===== src/rtl/rvv_backend_alu_rs_pkg.sv =====
`default_nettype none
// ============================================================================
// Module   : rvv_backend_alu_rs_pkg
// Brief    : Shared ALU reservation-station types, enums and lane counts.
// Revision : 1.0 - initial release
// ============================================================================
package rvv_backend_alu_rs_pkg;

    localparam int ALU_RS_PUSH_NUM = 2;
    localparam int ALU_RS_POP_NUM  = 2;

    typedef enum logic [1:0] {
        EEW_8    = 2'd0,
        EEW_16   = 2'd1,
        EEW_32   = 2'd2,
        EEW_NONE = 2'd3
    } EEW_e;

    typedef enum logic [2:0] {
        ALU_ADD = 3'd0,
        ALU_SUB = 3'd1,
        ALU_AND = 3'd2,
        ALU_OR  = 3'd3,
        ALU_XOR = 3'd4,
        ALU_SLL = 3'd5,
        ALU_SRL = 3'd6,
        ALU_SRA = 3'd7
    } ALU_OPCODE_e;

    typedef struct packed {
        logic [4:0]  rob_entry;
        ALU_OPCODE_e opcode;
        EEW_e        vd_eew;
        logic [31:0] vs1_data;
        logic [31:0] vs2_data;
    } ALU_RS_t;

endpackage
`default_nettype wire


===== src/rtl/rvv_backend_multi_fifo_ptr.sv =====
`default_nettype none
// ============================================================================
// Module   : rvv_backend_multi_fifo_ptr
// Brief    : Wrapped read/write pointers and occupancy for a multi-lane FIFO.
// Revision : 1.0 - initial release
// ============================================================================
module rvv_backend_multi_fifo_ptr #(
    parameter int DEPTH  = 8,
    parameter int PUSH_W = 2,
    parameter int POP_W  = 2,
    localparam int PTR_W = $clog2(DEPTH)
) (
    input  logic              clk,
    input  logic              rst_n,
    input  logic [PUSH_W-1:0] i_push_valid,
    input  logic [POP_W-1:0]  i_pop_req,
    input  logic              i_flush,
    output logic [PUSH_W-1:0] o_push_ready,
    output logic [PUSH_W-1:0] o_push_en,
    output logic [POP_W-1:0]  o_pop_valid,
    output logic [PTR_W-1:0]  o_wr_idx,
    output logic [PTR_W-1:0]  o_rd_idx,
    output logic [PTR_W:0]    o_count
);

    localparam logic [PTR_W:0] c_DEPTH = (PTR_W+1)'(DEPTH);

    logic [PTR_W:0]    r_wr_ptr;
    logic [PTR_W:0]    r_rd_ptr;
    logic [PTR_W:0]    r_count;
    logic [PTR_W:0]    w_free;
    logic [PTR_W:0]    w_push_num;
    logic [PTR_W:0]    w_pop_num;
    logic [PUSH_W-1:0] w_push_en;
    logic              w_push_chain;
    logic              w_pop_chain;

    assign w_free = c_DEPTH - r_count;

    // Readiness looks only at the registered count, so there is no bypass.
    generate
        for (genvar i = 0; i < PUSH_W; i++) begin : g_push_ready
            assign o_push_ready[i] = (w_free >= (PTR_W+1)'(i + 1));
        end
        for (genvar i = 0; i < POP_W; i++) begin : g_pop_valid
            assign o_pop_valid[i] = (r_count >= (PTR_W+1)'(i + 1));
        end
    endgenerate

    // A lane only counts when every older lane is also taken.
    always_comb begin
        w_push_num   = '0;
        w_pop_num    = '0;
        w_push_en    = '0;
        w_push_chain = 1'b1;
        w_pop_chain  = 1'b1;
        for (int i = 0; i < PUSH_W; i++) begin
            w_push_chain = w_push_chain & i_push_valid[i] & o_push_ready[i];
            w_push_en[i] = w_push_chain;
            if (w_push_chain) w_push_num = w_push_num + (PTR_W+1)'(1);
        end
        for (int i = 0; i < POP_W; i++) begin
            w_pop_chain = w_pop_chain & i_pop_req[i] & o_pop_valid[i];
            if (w_pop_chain) w_pop_num = w_pop_num + (PTR_W+1)'(1);
        end
    end

    always_ff @(posedge clk or negedge rst_n) begin
        if (!rst_n) begin
            r_wr_ptr <= '0;
            r_rd_ptr <= '0;
            r_count  <= '0;
        end else if (i_flush) begin
            r_wr_ptr <= '0;
            r_rd_ptr <= '0;
            r_count  <= '0;
        end else begin
            r_wr_ptr <= r_wr_ptr + w_push_num;
            r_rd_ptr <= r_rd_ptr + w_pop_num;
            r_count  <= r_count + w_push_num - w_pop_num;
        end
    end

    assign o_push_en = w_push_en;
    assign o_wr_idx  = r_wr_ptr[PTR_W-1:0];
    assign o_rd_idx  = r_rd_ptr[PTR_W-1:0];
    assign o_count   = r_count;

endmodule
`default_nettype wire


===== src/rtl/rvv_backend_alu_rs.sv =====
`default_nettype none
// ============================================================================
// Module   : rvv_backend_alu_rs
// Brief    : ALU reservation station; 2-in/2-out circular queue to the ALUs.
// Revision : 1.0 - initial release
// ============================================================================
module rvv_backend_alu_rs
    import rvv_backend_alu_rs_pkg::*;
#(
    parameter int DEPTH  = 8,
    localparam int PTR_W = $clog2(DEPTH)
) (
    input  logic                                 clk,
    input  logic                                 rst_n,
    input  logic [ALU_RS_PUSH_NUM-1:0]           push_valid,
    input  ALU_RS_t [ALU_RS_PUSH_NUM-1:0]        push_data,
    output logic [ALU_RS_PUSH_NUM-1:0]           push_ready,
    output logic [ALU_RS_POP_NUM-1:0]            uop_valid,
    output ALU_RS_t [ALU_RS_POP_NUM-1:0]         uop_data,
    input  logic [ALU_RS_POP_NUM-1:0]            pop_rs,
    input  logic                                 trap_flush,
    output logic [PTR_W:0]                       rs_count,
    output logic                                 rs_empty,
    output logic                                 rs_full
);

    localparam logic [PTR_W:0] c_DEPTH = (PTR_W+1)'(DEPTH);

    logic [ALU_RS_PUSH_NUM-1:0] w_push_en;
    logic [PTR_W-1:0]           w_wr_idx;
    logic [PTR_W-1:0]           w_rd_idx;
    logic [PTR_W:0]             w_count;
    ALU_RS_t                    r_entries [DEPTH];

    rvv_backend_multi_fifo_ptr #(
        .DEPTH  (DEPTH),
        .PUSH_W (ALU_RS_PUSH_NUM),
        .POP_W  (ALU_RS_POP_NUM)
    ) u_ptr (
        .clk          (clk),
        .rst_n        (rst_n),
        .i_push_valid (push_valid),
        .i_pop_req    (pop_rs),
        .i_flush      (trap_flush),
        .o_push_ready (push_ready),
        .o_push_en    (w_push_en),
        .o_pop_valid  (uop_valid),
        .o_wr_idx     (w_wr_idx),
        .o_rd_idx     (w_rd_idx),
        .o_count      (w_count)
    );

    // Storage carries no reset; index sums wrap naturally at PTR_W bits.
    always_ff @(posedge clk) begin
        if (!trap_flush) begin
            for (int i = 0; i < ALU_RS_PUSH_NUM; i++) begin
                if (w_push_en[i]) r_entries[w_wr_idx + PTR_W'(i)] <= push_data[i];
            end
        end
    end

    generate
        for (genvar i = 0; i < ALU_RS_POP_NUM; i++) begin : g_rd
            assign uop_data[i] = r_entries[w_rd_idx + PTR_W'(i)];
        end
    endgenerate

    assign rs_count = w_count;
    assign rs_empty = (w_count == '0);
    assign rs_full  = (w_count == c_DEPTH);

    a_push_order: assert property (@(posedge clk) disable iff (!rst_n)
        !(push_valid[1] && !push_valid[0]))
        else $warning("alu_rs: push lane1 without lane0 ignored");

    a_pop_order: assert property (@(posedge clk) disable iff (!rst_n)
        !(pop_rs[1] && !pop_rs[0]))
        else $warning("alu_rs: pop_rs[1] without pop_rs[0] ignored");

endmodule
`default_nettype wire


===== config.mk =====
export PLATFORM = sky130hd
export DESIGN_NAME = rvv_backend_alu_rs
export DESIGN_NICKNAME = d
export VERILOG_FILES = /design/src/rtl/rvv_backend_alu_rs_pkg.sv /design/src/rtl/rvv_backend_multi_fifo_ptr.sv /design/src/rtl/rvv_backend_alu_rs.sv
export SDC_FILE = /design/constraint.sdc
export NUM_CORES = 1
export LEC_CHECK = 0
export BUFFER_PORTS_ARGS = -buffer_cell sky130_fd_sc_hd__buf_2
export CAP_MARGIN = 20
export CORE_MARGIN = 8
export CORE_UTILIZATION = 30
export DETAILED_ROUTE_END_ITERATION = 8
export MAX_ROUTING_LAYER = met4
export PLACE_DENSITY = 0.57
export SYNTH_ARGS = -nofsm -noshare
export SYNTH_HDL_FRONTEND = slang
export SYNTH_SLANG_ARGS = --single-unit

===== constraint.sdc =====
create_clock -name clk -period 8.8 [get_ports clk]
set_input_delay 0.88 -clock clk [delete_from_list [all_inputs] [get_ports clk]]
set_output_delay 0.88 -clock clk [all_outputs]
set_load 0.01 [all_outputs]

==> impl_metrics.toml <==
[setup_path]
worstSetupEndpointType = "output port"
path_cells = "buf_4 > buf_4 > mux4_2 > mux2_2 > buf_2"
crit_type = "reg2out"
critPathBufInv = 3
crit_family = "buffers and inverters"
cp_common_cell = "buf_4"
critPathMaxStageDelay_ns = 1.03
cp-start-kind = "flip-flop"
crit_slowest_cell = "dfrtp_4"
critPathRequiredTime_ns = 7.92
path_max_fanout = 58
critPathArrivalTime_ns = 4.47

[global_routing]
grt_max_degree = 106
grt_usage_pct = 17.03
use_met2_pct = 28.20
grt_use_met3_pct = 4.453
grt-ovfl-total = 0
top_usage_layer = "met2"
grt_pass1_wl_mm = 158.9
grt_pass1_vias = 22420
antenna_found_initial = 28
grt_util_met1_pct = 20.80

[floorplan]
die_w_um = 362.3
core-area_um2 = 119500
die_h_um = 362.3
start_util_pct = 30.11
die_area_um2 = 131300
rows = 127
ioPinCount = 313

[final_layout]
final_nets = 2352
drive_above_1_share_pct = 66.80
final_util_pct = 34.86
syn2layout_area_growth_pct = 15.81
fin_cells = 3871

[yosys]
ys_async_sr_fraction_pct = 1.661
ys_seq_area_share_pct = 50.11
synth_area_um2 = 35970
synth_cells = 1885
yosysMostFrequentCell = "edfxtp_1"
synth_top_area_share_pct = 49.42
synthTopCellsByCount = "edfxtp_1, mux2_2, mux2_4"
synth_edf_count = 592
syn_avg_cell_area_um2 = 19.08
syn_nets = 2062
ys_types = 35
synthTopCellsByArea = "edfxtp_1, mux4_2, mux2_4"
ys_seq_elements = 602
ys.flop_type = "edfxtp_1"
yosys.area.top_type = "edfxtp_1"
ys_warn_count = 0

[pwr]
p_leak_nw = 14.88
p_sw_share_pct = 34.84
ir_drop_mv = 0.4309
power_density_nw_per_um2 = 298.2
power_mw = 12.42
p_seq_share_pct = 29.7
pwr-share-comb_pct = 46.5
power.internal_mw = 8.095
switchingPower_mw = 4.328
p_clk_share_pct = 23.8

[routing]
wl_per_cell_um = 28.87
drt_iter0_markers = 1536
drt_wl_total_mm = 111.7
drtPass1Iterations = 5
drtAntennaViolNets = 0
drc = 0
vias_per_cell = 5.244
vias = 20300

[clocking]
cts.reportedPaths.clkPinSlew_ns = 0.06
cts_buffers = 75
clockRootBuffer = "clkbuf_16"
clkSinkCount = 602
cts_tree = "yes"
cts_setup_buffers = 0
worstSkewPairLatency_ns = 0.63
cts_hold_buffers = 0
cts_resized = 0
htree_levels = 3
clockBufferDepth = 3

[placed_design]
dp_cells = 3709
place_hpwl_mm = 65.98
port_buffers = 312
gp_congestion = 0.7821

[sta]
fmax_ghz = 0.1868
fin_setup_tns_ns = 0
holdWs_ns = 0.1260
rsz0062_at_grt = "false"
hold_violations = 0
min_period_ns = 5.353
slew_headroom_pct = 24.35
finClkSkew_ns = 0.03099
slew_viol_final = 0
finalCritPeriodShare_pct = 60.83
setup_viol = 0
worst_pin_slew_ns = 1.135

[run]
drv_cap = 0

[outcome]
outcome = "finished, final reports clean"

[worst_hold_path]
hold_class = "in2async"
worst paths after layout:
| path | slack (ns) | endpoint | cells after the start | start |
|---|---|---|---|---|
| worst max-delay path | 3.45 | uop_data[8] | 5 | u_ptr.r_rd_ptr[1]$_DFF_PN0_ |
| worst min-delay path | 0.13 | u_ptr.o_count[3]$_DFF_PN0_ | 1 | rst_n |
| worst max register to register | 4.25 | r_entries[2][15]$_DFFE_PP_ | 7 | u_ptr.o_count[1]$_DFF_PN0_ |
| worst min register to register | 0.71 | u_ptr.r_wr_ptr[0]$_DFF_PN0_ | 2 | u_ptr.r_wr_ptr[0]$_DFF_PN0_ |
| max in group asynchronous | 8.41 | u_ptr.r_rd_ptr[1]$_DFF_PN0_ | 1 | rst_n |
| min in group clk | 0.59 | u_ptr.r_rd_ptr[0]$_DFF_PN0_ | 2 | trap_flush |
cells by family (layout without fill, tap and decap cells):
| family | Yosys count | after routing | synth area share (%) |
|---|---|---|---|
| xor+xnor | 8 | 8 | 0.1947 |
| compound gates | 12 | 12 | 0.1947 |
| fa+ha+maj | 22 | 22 | 0.8487 |
| simple gates | 45 | 45 | 0.9112 |
| flops | 602 | 602 | 50.11 |
| other cells | 0 | 27 | 0 |
| mux | 1036 | 1036 | 44.97 |
| buf+inv | 160 | 507 | 2.769 |
sequential cells by signal, indices dropped and copies added (netlist names):
name,flops
u_ptr.r_rd_ptr,3
r_entries,592
u_ptr.o_count,4
u_ptr.r_wr_ptr,3
metal layers:
| layer | vias to the layer above | share of wire [%] |
|---|---|---|
| met3 | 147 | 7.0 |
| li1 | 8516 | - |
| met5 | - | 0 |
| met4 | 0 | 1.9 |
| met2 | 661 | 50 |
| met1 | 10980 | 42 |
layout by cell type (no fill, tap or decap), types with 27 or more instances in the layout:
cell type | Yosys | layout
diode_2 | 0 | 27
clkbuf_16 | 0 | 77
buf_4 | 9 | 44
buf_2 | 49 | 312
mux4_2 | 296 | 296
mux2_4 | 314 | 314
mux2_2 | 394 | 394
edfxtp_1 | 592 | 592
mux2_1 | 32 | 32
metrics by stage:
step	worst slack (ns)	instance area, um2
2_1_floorplan	1.280	35970
3_3_place_gp	4.026	39180
3_5_place_dp	4.078	39250
4_1_cts	3.337	41570
5_1_grt	3.274	41660
6_report	3.447	41660
worst reg2reg max path, cell delays in order, from the launching register on:
cell     delay [ns]
dfrtp_1        0.46
inv_1          0.19
ha_1           0.28
nand4_2        0.56
nand4_4        0.96
buf_4          0.61
buf_4          0.75
mux2_2         0.48
power by group through the flow:
stage / Clock, mW / Sequential, mW / Combinational (mW)
6_report: 2.96 / 3.68 / 5.78
5_1_grt: 3.15 / 3.71 / 6.20
4_1_cts: 3.05 / 3.68 / 5.93
3_5_place_dp: 0 / 3.74 / 5.90
3_3_place_gp: 0 / 3.72 / 5.85
2_1_floorplan: 0 / 3.64 / 4.06
final cells by class:
class	count	area, um2
Antenna cell	27	67.56
Clock buffer	94	1991
Clock inverter	40	324.1
Fill cell	11370	77830
Inverter	11	41.29
Multi-Input combinational cell	1123	17150
Sequential cell	602	18040
Tap cell	1612	2017
Timing Repair Buffer	362	2034
Power figures use the tool's default switching activity.
